--- src/rtl/elevator_pkg.sv ---
// rtl/elevator_pkg.sv - shared types and constants for the elevator car FSM and request scheduler
package elevator_pkg;

    localparam int FLOOR_W = 4;

    localparam logic DIR_UP   = 1'b1;
    localparam logic DIR_DOWN = 1'b0;

    typedef logic [FLOOR_W-1:0] floor_t;

    typedef enum logic [1:0] {
        ST_IDLE  = 2'd0,
        ST_MOVE  = 2'd1,
        ST_DWELL = 2'd2
    } sched_state_e;

endpackage

--- src/rtl/elevator_request_scheduler_floor_select.sv ---
// rtl/elevator_request_scheduler_floor_select.sv - SCAN target selection over the pending-call bitmap
//
// Purpose: purely combinational; picks the next floor to serve from the pending set,
// preferring the current direction of travel and reversing only when nothing lies ahead.
// Ports:
//   pending       in  NUM_FLOORS  outstanding-call bitmap
//   current_floor in  FLOOR_W     car position
//   dir_up        in  1           direction memory (1=up)
//   hit_here      out 1           a call is pending at current_floor
//   found         out 1           a call is pending above or below current_floor
//   sel_floor     out FLOOR_W     chosen target (nearest in travel direction, else nearest behind)
//   new_dir_up    out 1           direction after the choice
module floor_select #(
    parameter int NUM_FLOORS = 10,
    parameter int FLOOR_W    = 4
) (
    input  logic [NUM_FLOORS-1:0] pending,
    input  logic [FLOOR_W-1:0]    current_floor,
    input  logic                  dir_up,
    output logic                  hit_here,
    output logic                  found,
    output logic [FLOOR_W-1:0]    sel_floor,
    output logic                  new_dir_up
);
    import elevator_pkg::*;

    logic               has_above;
    logic               has_below;
    logic [FLOOR_W-1:0] above;
    logic [FLOOR_W-1:0] below;

    always_comb begin
        has_above = 1'b0;
        has_below = 1'b0;
        above     = '0;
        below     = '0;
        hit_here  = 1'b0;
        // Scanning downward leaves the lowest floor above the car as the last winner.
        for (int i = NUM_FLOORS - 1; i >= 0; i--) begin
            if (pending[i] && (FLOOR_W'(i) > current_floor)) begin
                has_above = 1'b1;
                above     = FLOOR_W'(i);
            end
        end
        // Scanning upward leaves the highest floor below the car as the last winner.
        for (int i = 0; i < NUM_FLOORS; i++) begin
            if (pending[i] && (FLOOR_W'(i) < current_floor)) begin
                has_below = 1'b1;
                below     = FLOOR_W'(i);
            end
            if (pending[i] && (FLOOR_W'(i) == current_floor)) begin
                hit_here = 1'b1;
            end
        end
    end

    always_comb begin
        found      = has_above | has_below;
        sel_floor  = '0;
        new_dir_up = dir_up;
        if (dir_up == DIR_UP) begin
            if (has_above) begin
                sel_floor = above;
            end else if (has_below) begin
                sel_floor  = below;
                new_dir_up = DIR_DOWN;
            end
        end else begin
            if (has_below) begin
                sel_floor = below;
            end else if (has_above) begin
                sel_floor  = above;
                new_dir_up = DIR_UP;
            end
        end
    end

endmodule

--- src/rtl/elevator_request_scheduler.sv ---
// rtl/elevator_request_scheduler.sv - collects floor calls and dispatches SCAN-ordered targets to the car FSM
//
// Purpose: holds the pending-call set, issues one target at a time, runs the door dwell and
// keeps direction memory. Optional return-to-home timeout under ELEVATOR_SCHED_HOME_EN.
// Ports:
//   clk, reset (async, active-high)
//   call_valid/call_floor  in   one-cycle call strobe and floor
//   current_floor/car_idle in   car position and idle status from the car FSM
//   target_floor/target_valid out  registered dispatch to the car FSM
//   dir_up    out  direction memory (1=up)
//   door_open out  high for DWELL_CYCLES cycles per stop
//   pending   out  registered outstanding-call bitmap
module elevator_request_scheduler #(
    parameter int NUM_FLOORS   = 10,
    parameter int FLOOR_W      = elevator_pkg::FLOOR_W,
    parameter int DWELL_CYCLES = 16,
    parameter int HOME_TIMEOUT = 64
) (
    input  logic                  clk,
    input  logic                  reset,
    input  logic                  call_valid,
    input  logic [FLOOR_W-1:0]    call_floor,
    input  logic [FLOOR_W-1:0]    current_floor,
    input  logic                  car_idle,
    output logic [FLOOR_W-1:0]    target_floor,
    output logic                  target_valid,
    output logic                  dir_up,
    output logic                  door_open,
    output logic [NUM_FLOORS-1:0] pending
);
    import elevator_pkg::*;

    localparam int DW_W = $clog2(DWELL_CYCLES + 1);

    if (DWELL_CYCLES < 1) begin : g_bad_dwell
        $error("DWELL_CYCLES must be at least 1");
    end
    if (HOME_TIMEOUT < 1) begin : g_bad_home
        $error("HOME_TIMEOUT must be at least 1");
    end
    if (NUM_FLOORS > 16 || NUM_FLOORS > (1 << FLOOR_W)) begin : g_bad_floors
        $error("NUM_FLOORS exceeds supported range");
    end

    sched_state_e          state_q, state_d;
    logic [NUM_FLOORS-1:0] pending_q, pending_d;
    logic [FLOOR_W-1:0]    target_floor_q, target_floor_d;
    logic                  target_valid_q, target_valid_d;
    logic                  dir_up_q, dir_up_d;
    logic                  door_open_q, door_open_d;
    logic [DW_W-1:0]       dwell_cnt_q, dwell_cnt_d;

    logic                  call_cap;
    logic                  set_en;
    logic                  clr_en;
    logic [FLOOR_W-1:0]    clr_floor;

    logic                  hit_here;
    logic                  found;
    logic [FLOOR_W-1:0]    sel_floor;
    logic                  new_dir_up;

`ifdef ELEVATOR_SCHED_HOME_EN
    localparam int HC_W = $clog2(HOME_TIMEOUT + 1);
    logic [HC_W-1:0] home_cnt_q, home_cnt_d;
    logic            home_move_q, home_move_d;
`endif

    floor_select #(
        .NUM_FLOORS(NUM_FLOORS),
        .FLOOR_W   (FLOOR_W)
    ) u_floor_select (
        .pending      (pending_q),
        .current_floor(current_floor),
        .dir_up       (dir_up_q),
        .hit_here     (hit_here),
        .found        (found),
        .sel_floor    (sel_floor),
        .new_dir_up   (new_dir_up)
    );

    // Extra MSB so NUM_FLOORS == 2**FLOOR_W does not wrap to zero.
    assign call_cap = call_valid && ({1'b0, call_floor} < (FLOOR_W + 1)'(NUM_FLOORS));
    // The car is standing at an open door: a call for this floor is already being served.
    assign set_en   = call_cap && !((state_q == ST_DWELL) && (call_floor == current_floor));

    always_comb begin
        state_d        = state_q;
        target_floor_d = target_floor_q;
        target_valid_d = target_valid_q;
        dir_up_d       = dir_up_q;
        door_open_d    = door_open_q;
        dwell_cnt_d    = dwell_cnt_q;
        clr_en         = 1'b0;
        clr_floor      = current_floor;
`ifdef ELEVATOR_SCHED_HOME_EN
        home_cnt_d     = '0;
        home_move_d    = home_move_q;
`endif
        case (state_q)
            ST_IDLE: begin
                if (|pending_q) begin
                    if (hit_here) begin
                        clr_en      = 1'b1;
                        clr_floor   = current_floor;
                        state_d     = ST_DWELL;
                        door_open_d = 1'b1;
                        dwell_cnt_d = '0;
                    end else if (found) begin
                        target_floor_d = sel_floor;
                        target_valid_d = 1'b1;
                        dir_up_d       = new_dir_up;
                        state_d        = ST_MOVE;
                    end
                end
`ifdef ELEVATOR_SCHED_HOME_EN
                else if ((current_floor != '0) && !call_cap) begin
                    if (home_cnt_q == HC_W'(HOME_TIMEOUT - 1)) begin
                        target_floor_d = '0;
                        target_valid_d = 1'b1;
                        dir_up_d       = DIR_DOWN;
                        home_move_d    = 1'b1;
                        state_d        = ST_MOVE;
                    end else begin
                        home_cnt_d = home_cnt_q + 1'b1;
                    end
                end
`endif
            end
            ST_MOVE: begin
                if (car_idle && (current_floor == target_floor_q)) begin
                    target_valid_d = 1'b0;
`ifdef ELEVATOR_SCHED_HOME_EN
                    if (home_move_q) begin
                        home_move_d = 1'b0;
                        state_d     = ST_IDLE;
                    end else
`endif
                    begin
                        clr_en      = 1'b1;
                        clr_floor   = target_floor_q;
                        state_d     = ST_DWELL;
                        door_open_d = 1'b1;
                        dwell_cnt_d = '0;
                    end
                end
            end
            ST_DWELL: begin
                if (dwell_cnt_q >= DW_W'(DWELL_CYCLES - 1)) begin
                    state_d     = ST_IDLE;
                    door_open_d = 1'b0;
                    dwell_cnt_d = '0;
                end else begin
                    dwell_cnt_d = dwell_cnt_q + 1'b1;
                end
            end
            default: begin
                state_d = ST_IDLE;
            end
        endcase
    end

    // A call and a clear on the same floor: the clear wins only when the car is standing there.
    always_comb begin
        pending_d = pending_q;
        for (int i = 0; i < NUM_FLOORS; i++) begin
            if (clr_en && (FLOOR_W'(i) == clr_floor)) begin
                pending_d[i] = 1'b0;
            end
            if (set_en && (FLOOR_W'(i) == call_floor)
                && !(clr_en && (clr_floor == call_floor) && (call_floor == current_floor))) begin
                pending_d[i] = 1'b1;
            end
        end
    end

    always_ff @(posedge clk or posedge reset) begin
        if (reset) begin
            state_q        <= ST_IDLE;
            pending_q      <= '0;
            target_floor_q <= '0;
            target_valid_q <= 1'b0;
            dir_up_q       <= DIR_UP;
            door_open_q    <= 1'b0;
            dwell_cnt_q    <= '0;
        end else begin
            state_q        <= state_d;
            pending_q      <= pending_d;
            target_floor_q <= target_floor_d;
            target_valid_q <= target_valid_d;
            dir_up_q       <= dir_up_d;
            door_open_q    <= door_open_d;
            dwell_cnt_q    <= dwell_cnt_d;
        end
    end

`ifdef ELEVATOR_SCHED_HOME_EN
    always_ff @(posedge clk or posedge reset) begin
        if (reset) begin
            home_cnt_q  <= '0;
            home_move_q <= 1'b0;
        end else begin
            home_cnt_q  <= home_cnt_d;
            home_move_q <= home_move_d;
        end
    end
`endif

    assign target_floor = target_floor_q;
    assign target_valid = target_valid_q;
    assign dir_up       = dir_up_q;
    assign door_open    = door_open_q;
    assign pending      = pending_q;

endmodule

--- config.mk ---
export PLATFORM = sky130hd
export DESIGN_NAME = elevator_request_scheduler
export DESIGN_NICKNAME = d
export VERILOG_FILES = /design/src/rtl/elevator_pkg.sv /design/src/rtl/elevator_request_scheduler_floor_select.sv /design/src/rtl/elevator_request_scheduler.sv
export SDC_FILE = /design/constraint.sdc
export NUM_CORES = 1
export LEC_CHECK = 0
export ABC_CLOCK_PERIOD_IN_PS = 3600
export CAP_MARGIN = 30
export CORE_UTILIZATION = 50
export CTS_CLUSTER_SIZE = 16
export DETAILED_ROUTE_END_ITERATION = 6
export HOLD_SLACK_MARGIN = 0.08
export PLACE_DENSITY_LB_ADDON = 0.12
export SYNTH_ARGS = -nofsm -noshare
export SYNTH_HDL_FRONTEND = slang
export SYNTH_HIERARCHICAL = 1
export SYNTH_SLANG_ARGS = --single-unit
--- constraint.sdc ---
create_clock -name clk -period 3.6 [get_ports clk]
set_clock_uncertainty 0.15 [all_clocks]
set_input_delay 0.54 -clock clk [delete_from_list [all_inputs] [get_ports clk]]
set_output_delay 0.54 -clock clk [all_outputs]
set_load 0.01 [all_outputs]
# Word level (Yosys, flattened, before mapping)
# Cells that the tools add are included.
# W data, S select, Z words.
op_classes:
  addsub: 1
  order_cmp: 22
  eq_ne: 39
  mux: 106
  bitwise: 2
  reduce_logical: 90
op_table:
  columns: ["cell", "n"]
  rows:
  - ["$mux W4", 19]
  - ["$mux W1", 67]
  - ["$logic_and A1 B1 Y1", 66]
  - ["$eq A3 B4 Y1 const A", 12]
  - ["$eq A2 B4 Y1 const A", 6]
  - ["$eq A4 B4 Y1 const A", 6]
  - ["$reduce_bool A2 Y1", 11]
  - ["$mux W5", 4]
  - ["$gt A3 B4 Y1 const A", 4]
  - ["$lt A3 B4 Y1 const A", 4]
  - ["$pmux W5 S3", 1]
  - ["$mux W2", 7]
  - ["$eq A1 B4 Y1 const A", 3]
  - ["$eq A4 B4 Y1", 3]
  - ["$logic_not A4 Y1", 3]
  - ["$mux W3", 4]
  - ["$reduce_and A4 Y1", 3]
  - ["$ne A2 B2 Y1 const B", 5]
  - ["$reduce_and A5 Y1", 2]
  - ["$reduce_or A10 Y1", 1]
  - ["$gt A1 B4 Y1 const A", 2]
  - ["$gt A2 B4 Y1 const A", 2]
  - ["$gt A4 B4 Y1 const A", 2]
  - ["$lt A1 B4 Y1 const A", 2]
  - ["17 further kinds", 21]
totals:
  register_bits: 24
  in_bits: 12
  output_inout_bits: 17
  elab_cells: 276

# Depth between registers and ports, before layout
# Gate-level depths: netlist of the first run.
depth:
  word_depth: 20
  ltp_mapped: 13
  depth_no_buf: 10

# Hierarchy
# Netlist of the first run, hierarchy kept.
by_module_without_submodules:
  columns: ["module", "instances", "cells_per_inst", "area_per_inst_um2", "seq_area_each_um2"]
  rows:
  - ["elevator_request_scheduler", 1, 132, 1335.0, 601.8]
  - ["floor_select", 1, 112, 824.5, 0.0]

# Least setup slack after synthesis of the first run
# No wires, ideal clock.
synth_path:
  kind: "input to register"
  startpoint: "input current_floor[0]"
  endpoint: "register pending_q[6] (netlist: pending[6])"
  setup_ns: 0.122
  t_arrival_ns: 2.658
  required_time_ns: 3.328
  path_slack_ns: 0.670
  cell_stages: 11
  path_buffers: 2
  path_cell_list: "buf_4 buf_2 mux2i_1 o22ai_1 a21oi_1 o221ai_1 or3b_1 a31oi_1 a21oi_2 or4b_1 a32o_1"
synth_between:
  elab_chain_cells: 20
  word_cells_on_any_way: 52
  cone_classes: "eq/ne (13); mux (17); reduce/logical (22)"
synth_rtl:
  columns: ["item", "line_no", "text"]
  rows:
  - ["start: declaration", "elevator_request_scheduler.sv:23", "input logic [FLOOR_W-1:0] current_floor,"]
  - ["$logic_not A4 Y1", "elevator_request_scheduler_floor_select.sv:51", "if (pending[i] && (FLOOR_W'(i) == current_floor)) begin"]
  - ["$logic_and A1 B1 Y1", "elevator_request_scheduler_floor_select.sv:51", null]
  - ["$mux W1 (9 in series)", "elevator_request_scheduler_floor_select.sv:51", null]
  - ["$mux W1 *", "elevator_request_scheduler_floor_select.sv:51", null]
  - ["named net hit_here", "elevator_request_scheduler.sv:58", "logic hit_here;"]
  - ["$mux W1 *", "elevator_request_scheduler.sv:103", "if (hit_here) begin"]
  - ["$mux W1 *", "elevator_request_scheduler.sv:102", "if (|pending_q) begin"]
  - ["$pmux W1 S2 *", "elevator_request_scheduler.sv:100", "case (state_q)"]
  - ["$logic_and A1 B1 Y1 (2 in series)", "elevator_request_scheduler.sv:171", "&& !(clr_en && (clr_floor == call_floor) && (call_floor == current_floor))) begin"]
  - ["$logic_not A1 Y1", "elevator_request_scheduler.sv:171", null]
  - ["$logic_and A1 B1 Y1", "elevator_request_scheduler.sv:171", null]
  - ["$mux W1 or $reduce_bool A2 Y1 (tied branches)", null, null]
  - ["end signal: assignment", "elevator_request_scheduler.sv:188", "pending_q <= pending_d;"]
  - ["end: declaration", "elevator_request_scheduler.sv:46", "logic [NUM_FLOORS-1:0] pending_q, pending_d;"]
# Mark *: on every way through the listed nets, which the timed path passes. The rest lies on a longest branch.
# A chain may end at the register's enable or synchronous reset.

# Worst setup path in the final report of the first run
# Ends and elaborated chain as after synthesis.

==> run_summary.xml, run 1 <==
<?xml version="1.0" encoding="UTF-8"?>
<metrics>
  <group name="status">
    <metric name="run_status" unit="">finished clean</metric>
  </group>
  <group name="place">
    <metric name="detailedPlacementHpwl" unit="µm">3850</metric>
    <metric name="place.gp.congestion" unit="">0.842</metric>
    <metric name="dpl_cell_area" unit="µm²">2500</metric>
    <metric name="port_buffers" unit="">28</metric>
  </group>
  <group name="detailed_routing">
    <metric name="detail_route.iter0.violations" unit="">203</metric>
    <metric name="dr.pass1.iters" unit="">5</metric>
    <metric name="avgViaCountPerCell" unit="">6.33</metric>
    <metric name="antenna_violating_nets_post_route" unit="">0</metric>
    <metric name="detailroute.via_count" unit="">2027</metric>
    <metric name="detail_route.drc_violations" unit="">0</metric>
    <metric name="routed_wire_length_per_instance" unit="µm">16.5</metric>
    <metric name="wirelength" unit="µm">5290</metric>
  </group>
  <group name="die">
    <metric name="core" unit="µm²">4090</metric>
    <metric name="pin_count" unit="">29</metric>
    <metric name="fp.dieH" unit="µm">67.7</metric>
    <metric name="floorplan.initialDensity" unit="">0.528</metric>
    <metric name="rows" unit="">23</metric>
    <metric name="dieWidth" unit="µm">67.7</metric>
    <metric name="fp.dieArea" unit="µm²">4590</metric>
  </group>
  <group name="clock_network">
    <metric name="cts_buffers" unit="">3</metric>
    <metric name="hold_buffers" unit="">0</metric>
    <metric name="cts_sinks" unit="">24</metric>
    <metric name="cts_tree" unit="">done</metric>
    <metric name="worstSkewPairLatency" unit="ps">270</metric>
    <metric name="cts_htree_levels" unit="">1</metric>
    <metric name="cell_at_the_root_of_the_clock_tree" unit="">clkbuf_8</metric>
    <metric name="clkTransAtPathRegs" unit="ps">90</metric>
    <metric name="cts_setup_buffers" unit="">0</metric>
    <metric name="post_cts_sizing_count" unit="">0</metric>
    <metric name="clock_path_buffers" unit="">2</metric>
  </group>
  <group name="synth">
    <metric name="synth_warn" unit="">6</metric>
    <metric name="synthesis.area_per_instance" unit="µm²">8.85</metric>
    <metric name="synthTopCellsByCount" unit="">dfrtp_1 (23), nor2_1 (20), nand2_1 (19)</metric>
    <metric name="synth_largest_type_area_fraction" unit="">0.267</metric>
    <metric name="synth-async-reset-ratio" unit="">1.00</metric>
    <metric name="netlist_instances" unit="">244</metric>
    <metric name="synth_enable_flop_cells" unit="">0</metric>
    <metric name="seq_area_frac_synth" unit="">0.279</metric>
    <metric name="synth.net_count" unit="">258</metric>
    <metric name="post_synth_num_cell_types" unit="">77</metric>
    <metric name="synth.most_common_cell" unit="">dfrtp_1</metric>
    <metric name="syn_area" unit="µm²">2160</metric>
    <metric name="yosys_register_bits" unit="">24</metric>
    <metric name="synth_top_cell_by_area" unit="">dfrtp_1</metric>
    <metric name="ys.flop_type" unit="">dfrtp_1</metric>
    <metric name="yosys-top-cells-area" unit="">dfrtp_1 (27%), nor2_1 (3.5%), nand2_1 (3.3%)</metric>
  </group>
  <group name="worst_hold_path">
    <metric name="hold_class" unit="">flop to flop</metric>
    <metric name="worst_hold_path_cells" unit="">1</metric>
  </group>
  <group name="setup_path">
    <metric name="path_class" unit="">input port to flop</metric>
    <metric name="critical_path_required" unit="ps">3610</metric>
    <metric name="timing.critical_path.from" unit="">current_floor[0]</metric>
    <metric name="crit_path_capture" unit="">pending[6]</metric>
    <metric name="critical_path.endpoint_type" unit="">flop</metric>
    <metric name="worst_ep_arrival_time" unit="ps">3220</metric>
    <metric name="reg2reg_depth" unit="">9</metric>
    <metric name="r2r-end" unit="">pending[6]</metric>
    <metric name="reg2reg_slack" unit="ps">720</metric>
    <metric name="regToRegStartpoint" unit="">pending[5]</metric>
    <metric name="cp-start-kind" unit="">input port</metric>
    <metric name="critical_path.max_fanout" unit="">29</metric>
  </group>
  <group name="power">
    <metric name="ir_drop" unit="mV">0.446</metric>
    <metric name="power.density_cell_area" unit="nW/µm²">637</metric>
    <metric name="power_leakage" unit="µW">0.00101</metric>
  </group>
  <group name="timing">
    <metric name="worst-slew-pin-transition" unit="ps">909</metric>
    <metric name="timing.fmax" unit="GHz">0.311</metric>
    <metric name="tns" unit="ps">0</metric>
    <metric name="min_clock_period_post_route" unit="ps">3210</metric>
    <metric name="final_max_slew_viol_count" unit="">0</metric>
    <metric name="holdWs" unit="ps">371</metric>
    <metric name="post-route-period-util" unit="">0.892</metric>
    <metric name="rsz_0062_raised_after_global_routing" unit="">no</metric>
    <metric name="timing_hold_violations_final" unit="">0</metric>
    <metric name="worst_slew_margin_rel" unit="">0.393</metric>
    <metric name="setup-violations-final" unit="">0</metric>
  </group>
  <group name="global_routing">
    <metric name="grt_start_max_net_pins" unit="">30</metric>
    <metric name="grt.met2_usage" unit="">0.410</metric>
    <metric name="grt_util_met3" unit="">0.0338</metric>
    <metric name="track_usage" unit="">0.248</metric>
    <metric name="grt_most_used_layer" unit="">met2</metric>
    <metric name="grt_first_pass_wirelength" unit="µm">8560</metric>
    <metric name="first_global_vias" unit="">1765</metric>
    <metric name="antenna_found_initial" unit="">0</metric>
    <metric name="grt_overflow" unit="">0</metric>
    <metric name="use_met1" unit="">0.337</metric>
  </group>
  <group name="flow_run">
    <metric name="maxCapViolCount" unit="">0</metric>
  </group>
  <group name="layout">
    <metric name="finish.instance_area" unit="µm²">2570</metric>
    <metric name="final_layout_fill_cell_count" unit="">364</metric>
    <metric name="final_net_count" unit="">285</metric>
    <metric name="antenna_cells" unit="">0</metric>
    <metric name="layout_cell_share_with_drive_strength_beyond_1" unit="">0.170</metric>
    <metric name="layout-area-overhead-vs-synth" unit="%">19.2</metric>
  </group>
</metrics>
routing by layer:
metal / vias to the layer above / part of all wire / routed length, µm
met1: 963 / 0.45 / 2400
met3: 6 / 0.055 / 289
met5: - / 0 / 0
met4: 0 / 0.010 / 53
met2: 82 / 0.48 / 2540
li1: 976 / - / -
worst min path at each step:
stage                          end           start  slack (ps)
floorplan             target_valid      state_q[0]         310
global placement    dwell_cnt_q[3]  dwell_cnt_q[3]         360
detailed placement  dwell_cnt_q[3]  dwell_cnt_q[3]         360
CTS                   target_valid      state_q[0]         380
global route             door_open       door_open         400
finish                target_valid      state_q[0]         370
through the flow:
stage | power (µW) | std cells | setup slack (ps) | util
after floorplan | 1060 | 244 | 670 | -
after global placement | 1390 | 316 | 193 | 0.613
after detailed placement | 1400 | 316 | 145 | 0.613
after CTS | 1640 | 320 | 416 | 0.630
after global routing | 1750 | 320 | 271 | 0.630
final | 1640 | 320 | 389 | 0.630
registers in the layout, summed over array words and instances (netlist names):
signal,cells
target_valid,1
dwell_cnt_q,5
dir_up,1
door_open,1
target_floor,4
state_q,2
pending,10
kinds of logic after synthesis:
kind of cell / after synthesis / share of synthesized area
buf+inv: 29 / 0.0759
flops: 24 / 0.279
simple gates: 90 / 0.236
compound gates: 83 / 0.324
xor+xnor: 7 / 0.0284
fa+ha+maj: 3 / 0.0168
mux: 8 / 0.0400
report_power, final:
part / switching (µW) / internal [µW]
clock: 88.8 / 149
sequential: 179 / 372
combinational: 397 / 454
total: 665 / 974
final cells by class:
| cell class | instances | area, µm² | area share |
|---|---|---|---|
| flip-flops and latches | 24 | 602 | 0.234 |
| clock buffers | 3 | 41.3 | 0.0160 |
| multi-input cells | 191 | 1390 | 0.541 |
| repair buffers | 39 | 400 | 0.155 |
| inverters | 12 | 45.0 | 0.0175 |
| well taps | 50 | 62.6 | 0.0243 |
| clock inverters | 1 | 30.0 | 0.0117 |
placed cells by master, fill, tap and decap left out, types with 6 or more instances in the layout:
master	Yosys	layout
inv_1	12	12
o21ai_0	10	10
nand2_1	19	19
a21oi_1	11	11
o41ai_1	7	7
nor3_1	6	6
nor2_1	20	20
clkdlybuf4s50_1	0	28
buf_4	2	8
nand2b_1	9	9
dfrtp_1	23	23
worst max-delay path: stages:
cell and delay, ps:
clkdlybuf4s50_1 500, buf_12 190, mux2i_1 100, nor3_1 150
a41oi_1 70, o221ai_1 260, or3b_1 380, a31oi_1 190
a21oi_2 110, or4b_1 510, a32o_1 210
(Power assumes the default switching activity.)
==> run 2, diff against run 1 <==
--- a/config.mk
+++ b/config.mk
@@ -12,5 +12,5 @@
 export DETAILED_ROUTE_END_ITERATION = 6
 export HOLD_SLACK_MARGIN = 0.08
-export PLACE_DENSITY_LB_ADDON = 0.12
+export PLACE_DENSITY = 0.74
 export SYNTH_ARGS = -nofsm -noshare
 export SYNTH_HDL_FRONTEND = slang
==> constraint.sdc (replaced) <==
create_clock -name clk -period 3.6 [get_ports clk]
set_clock_uncertainty 0.15 [all_clocks]
set_input_delay 0.36 -clock clk [delete_from_list [all_inputs] [get_ports clk]]
set_output_delay 0.36 -clock clk [all_outputs]
set_load 0.01 [all_outputs]
==> run_summary.xml, run 2 (synthesis gave the netlist of run 1 again) <==
<?xml version="1.0" encoding="UTF-8"?>
<metrics>
  <group name="status">
    <metric name="run_status" unit="">finished clean</metric>
  </group>
  <group name="detailed_routing">
    <metric name="routed_wire_length_per_instance" unit="µm">17.4</metric>
    <metric name="antenna_violating_nets_post_route" unit="">0</metric>
    <metric name="dr.pass1.iters" unit="">4</metric>
    <metric name="detail_route.iter0.violations" unit="">172</metric>
    <metric name="detailroute.via_count" unit="">2041</metric>
    <metric name="detail_route.drc_violations" unit="">0</metric>
    <metric name="wirelength" unit="µm">5530</metric>
    <metric name="avgViaCountPerCell" unit="">6.44</metric>
  </group>
  <group name="timing">
    <metric name="timing.fmax" unit="GHz">0.322</metric>
    <metric name="min_clock_period_post_route" unit="ps">3110</metric>
    <metric name="final_max_slew_viol_count" unit="">0</metric>
    <metric name="worst-slew-pin-transition" unit="ps">918</metric>
    <metric name="post-route-period-util" unit="">0.863</metric>
    <metric name="holdWs" unit="ps">370</metric>
    <metric name="setup-violations-final" unit="">0</metric>
    <metric name="worst_slew_margin_rel" unit="">0.388</metric>
    <metric name="timing_hold_violations_final" unit="">0</metric>
    <metric name="tns" unit="ps">0</metric>
    <metric name="rsz_0062_raised_after_global_routing" unit="">no</metric>
  </group>
  <group name="worst_hold_path">
    <metric name="min-delay-start" unit="">dwell_cnt_q[3]</metric>
    <metric name="hold_class" unit="">flop to flop</metric>
  </group>
  <group name="setup_path">
    <metric name="critical_path_required" unit="ps">3610</metric>
    <metric name="cp-start-kind" unit="">input port</metric>
    <metric name="path_class" unit="">input port to flop</metric>
    <metric name="critical_path.endpoint_type" unit="">flop</metric>
    <metric name="worst_ep_arrival_time" unit="ps">3120</metric>
    <metric name="timing.critical_path.from" unit="">current_floor[2]</metric>
    <metric name="critical_path.max_fanout" unit="">16</metric>
    <metric name="regToRegStartpoint" unit="">pending[5]</metric>
  </group>
  <group name="clock_network">
    <metric name="cts_htree_levels" unit="">1</metric>
    <metric name="cts_setup_buffers" unit="">0</metric>
    <metric name="hold_buffers" unit="">0</metric>
    <metric name="clock_path_buffers" unit="">2</metric>
    <metric name="cts_buffers" unit="">3</metric>
    <metric name="clkTransAtPathRegs" unit="ps">90</metric>
    <metric name="post_cts_sizing_count" unit="">0</metric>
    <metric name="cts_tree" unit="">done</metric>
    <metric name="worstSkewPairLatency" unit="ps">270</metric>
    <metric name="cell_at_the_root_of_the_clock_tree" unit="">clkbuf_8</metric>
    <metric name="cts_sinks" unit="">24</metric>
  </group>
  <group name="global_routing">
    <metric name="first_global_vias" unit="">1859</metric>
    <metric name="grt_overflow" unit="">0</metric>
    <metric name="grt_first_pass_wirelength" unit="µm">8830</metric>
    <metric name="track_usage" unit="">0.253</metric>
    <metric name="antenna_found_initial" unit="">0</metric>
    <metric name="grt_start_max_net_pins" unit="">30</metric>
  </group>
  <group name="die">
    <metric name="dieWidth" unit="µm">67.7</metric>
    <metric name="pin_count" unit="">29</metric>
    <metric name="core" unit="µm²">4090</metric>
    <metric name="fp.dieArea" unit="µm²">4590</metric>
    <metric name="fp.dieH" unit="µm">67.7</metric>
    <metric name="rows" unit="">23</metric>
    <metric name="floorplan.initialDensity" unit="">0.528</metric>
  </group>
  <group name="layout">
    <metric name="final_core_util" unit="">0.618</metric>
    <metric name="final_net_count" unit="">282</metric>
    <metric name="finalNonFillerCells" unit="">317</metric>
    <metric name="antenna_cells" unit="">0</metric>
    <metric name="most_frequent_cells_in_the_layout" unit="">clkdlybuf4s50_1 (28), dfrtp_1 (23), nor2_1 (20)</metric>
    <metric name="layout_commonest_cell" unit="">clkdlybuf4s50_1</metric>
    <metric name="flip_flop_count_of_the_largest_register_all_copies_and_words_added" unit="">10</metric>
    <metric name="layout-area-overhead-vs-synth" unit="%">17.0</metric>
    <metric name="layout_cell_share_with_drive_strength_beyond_1" unit="">0.161</metric>
  </group>
  <group name="power">
    <metric name="fin_total_pwr" unit="µW">1630</metric>
    <metric name="power_leakage" unit="µW">0.000985</metric>
    <metric name="ir_drop" unit="mV">0.481</metric>
    <metric name="power.density_cell_area" unit="nW/µm²">646</metric>
  </group>
  <group name="place">
    <metric name="detailedPlacementHpwl" unit="µm">4000</metric>
    <metric name="port_buffers" unit="">28</metric>
    <metric name="place.gp.congestion" unit="">0.849</metric>
    <metric name="numPlacedInstances" unit="">313</metric>
  </group>
  <group name="flow_run">
    <metric name="maxCapViolCount" unit="">0</metric>
  </group>
</metrics>
## run 2: critical path: stages
cell and delay [ps]:
clkdlybuf4s50_1 510, buf_4 220, nand2_1 90, o22ai_1 150, a21oi_1 90, o221ai_1 270
or3b_1 380, a31oi_1 180, a21oi_2 140, or4b_1 530, a32o_1 210
## run 2: final cells by class
cell class              instances  area, µm²
multi-input cells             191       1390
clock buffers                   3       41.3
inverters                      12       45.0
well taps                      50       62.6
flip-flops and latches         24        602
clock inverters                 1       30.0
repair buffers                 36        353
fillers                       364       1560
## run 2: per-layer routing
layer | global-route usage | part of all wire
met1 | 0.359 | 0.45
met2 | 0.395 | 0.48
met3 | 0.0321 | 0.053
met4 | 0.0771 | 0.022
met5 | 0 | 0
## run 2: where the power goes
part / switching, µW / total (µW) / leakage [µW] / internal [µW]
combinational: 403 / 841 / 0.000664 / 438
clock: 90.8 / 240 / 0.0000357 / 149
sequential: 181 / 553 / 0.000285 / 372
total: 675 / 1630 / 0.000985 / 958
## run 2: final timing paths
| path | slack [ps] | endpoint | cells after the start |
|---|---|---|---|
| hold reg to reg | 370 | dwell_cnt_q[3] | 1 |
| hold / removal | 370 | dwell_cnt_q[3] | 1 |
| max in group asynchronous | 2300 | door_open | 2 |
| setup reg to reg | 660 | pending[6] | 9 |
| min in group asynchronous | 430 | dwell_cnt_q[4] | 2 |
| setup / recovery | 490 | pending[6] | 11 |
## run 2: stage by stage
step	setup slack, ps	area [µm²]
final	495	2530
after global placement	272	2460
after floorplan	850	2160
after global routing	278	2530
after CTS	517	2530
after detailed placement	237	2460
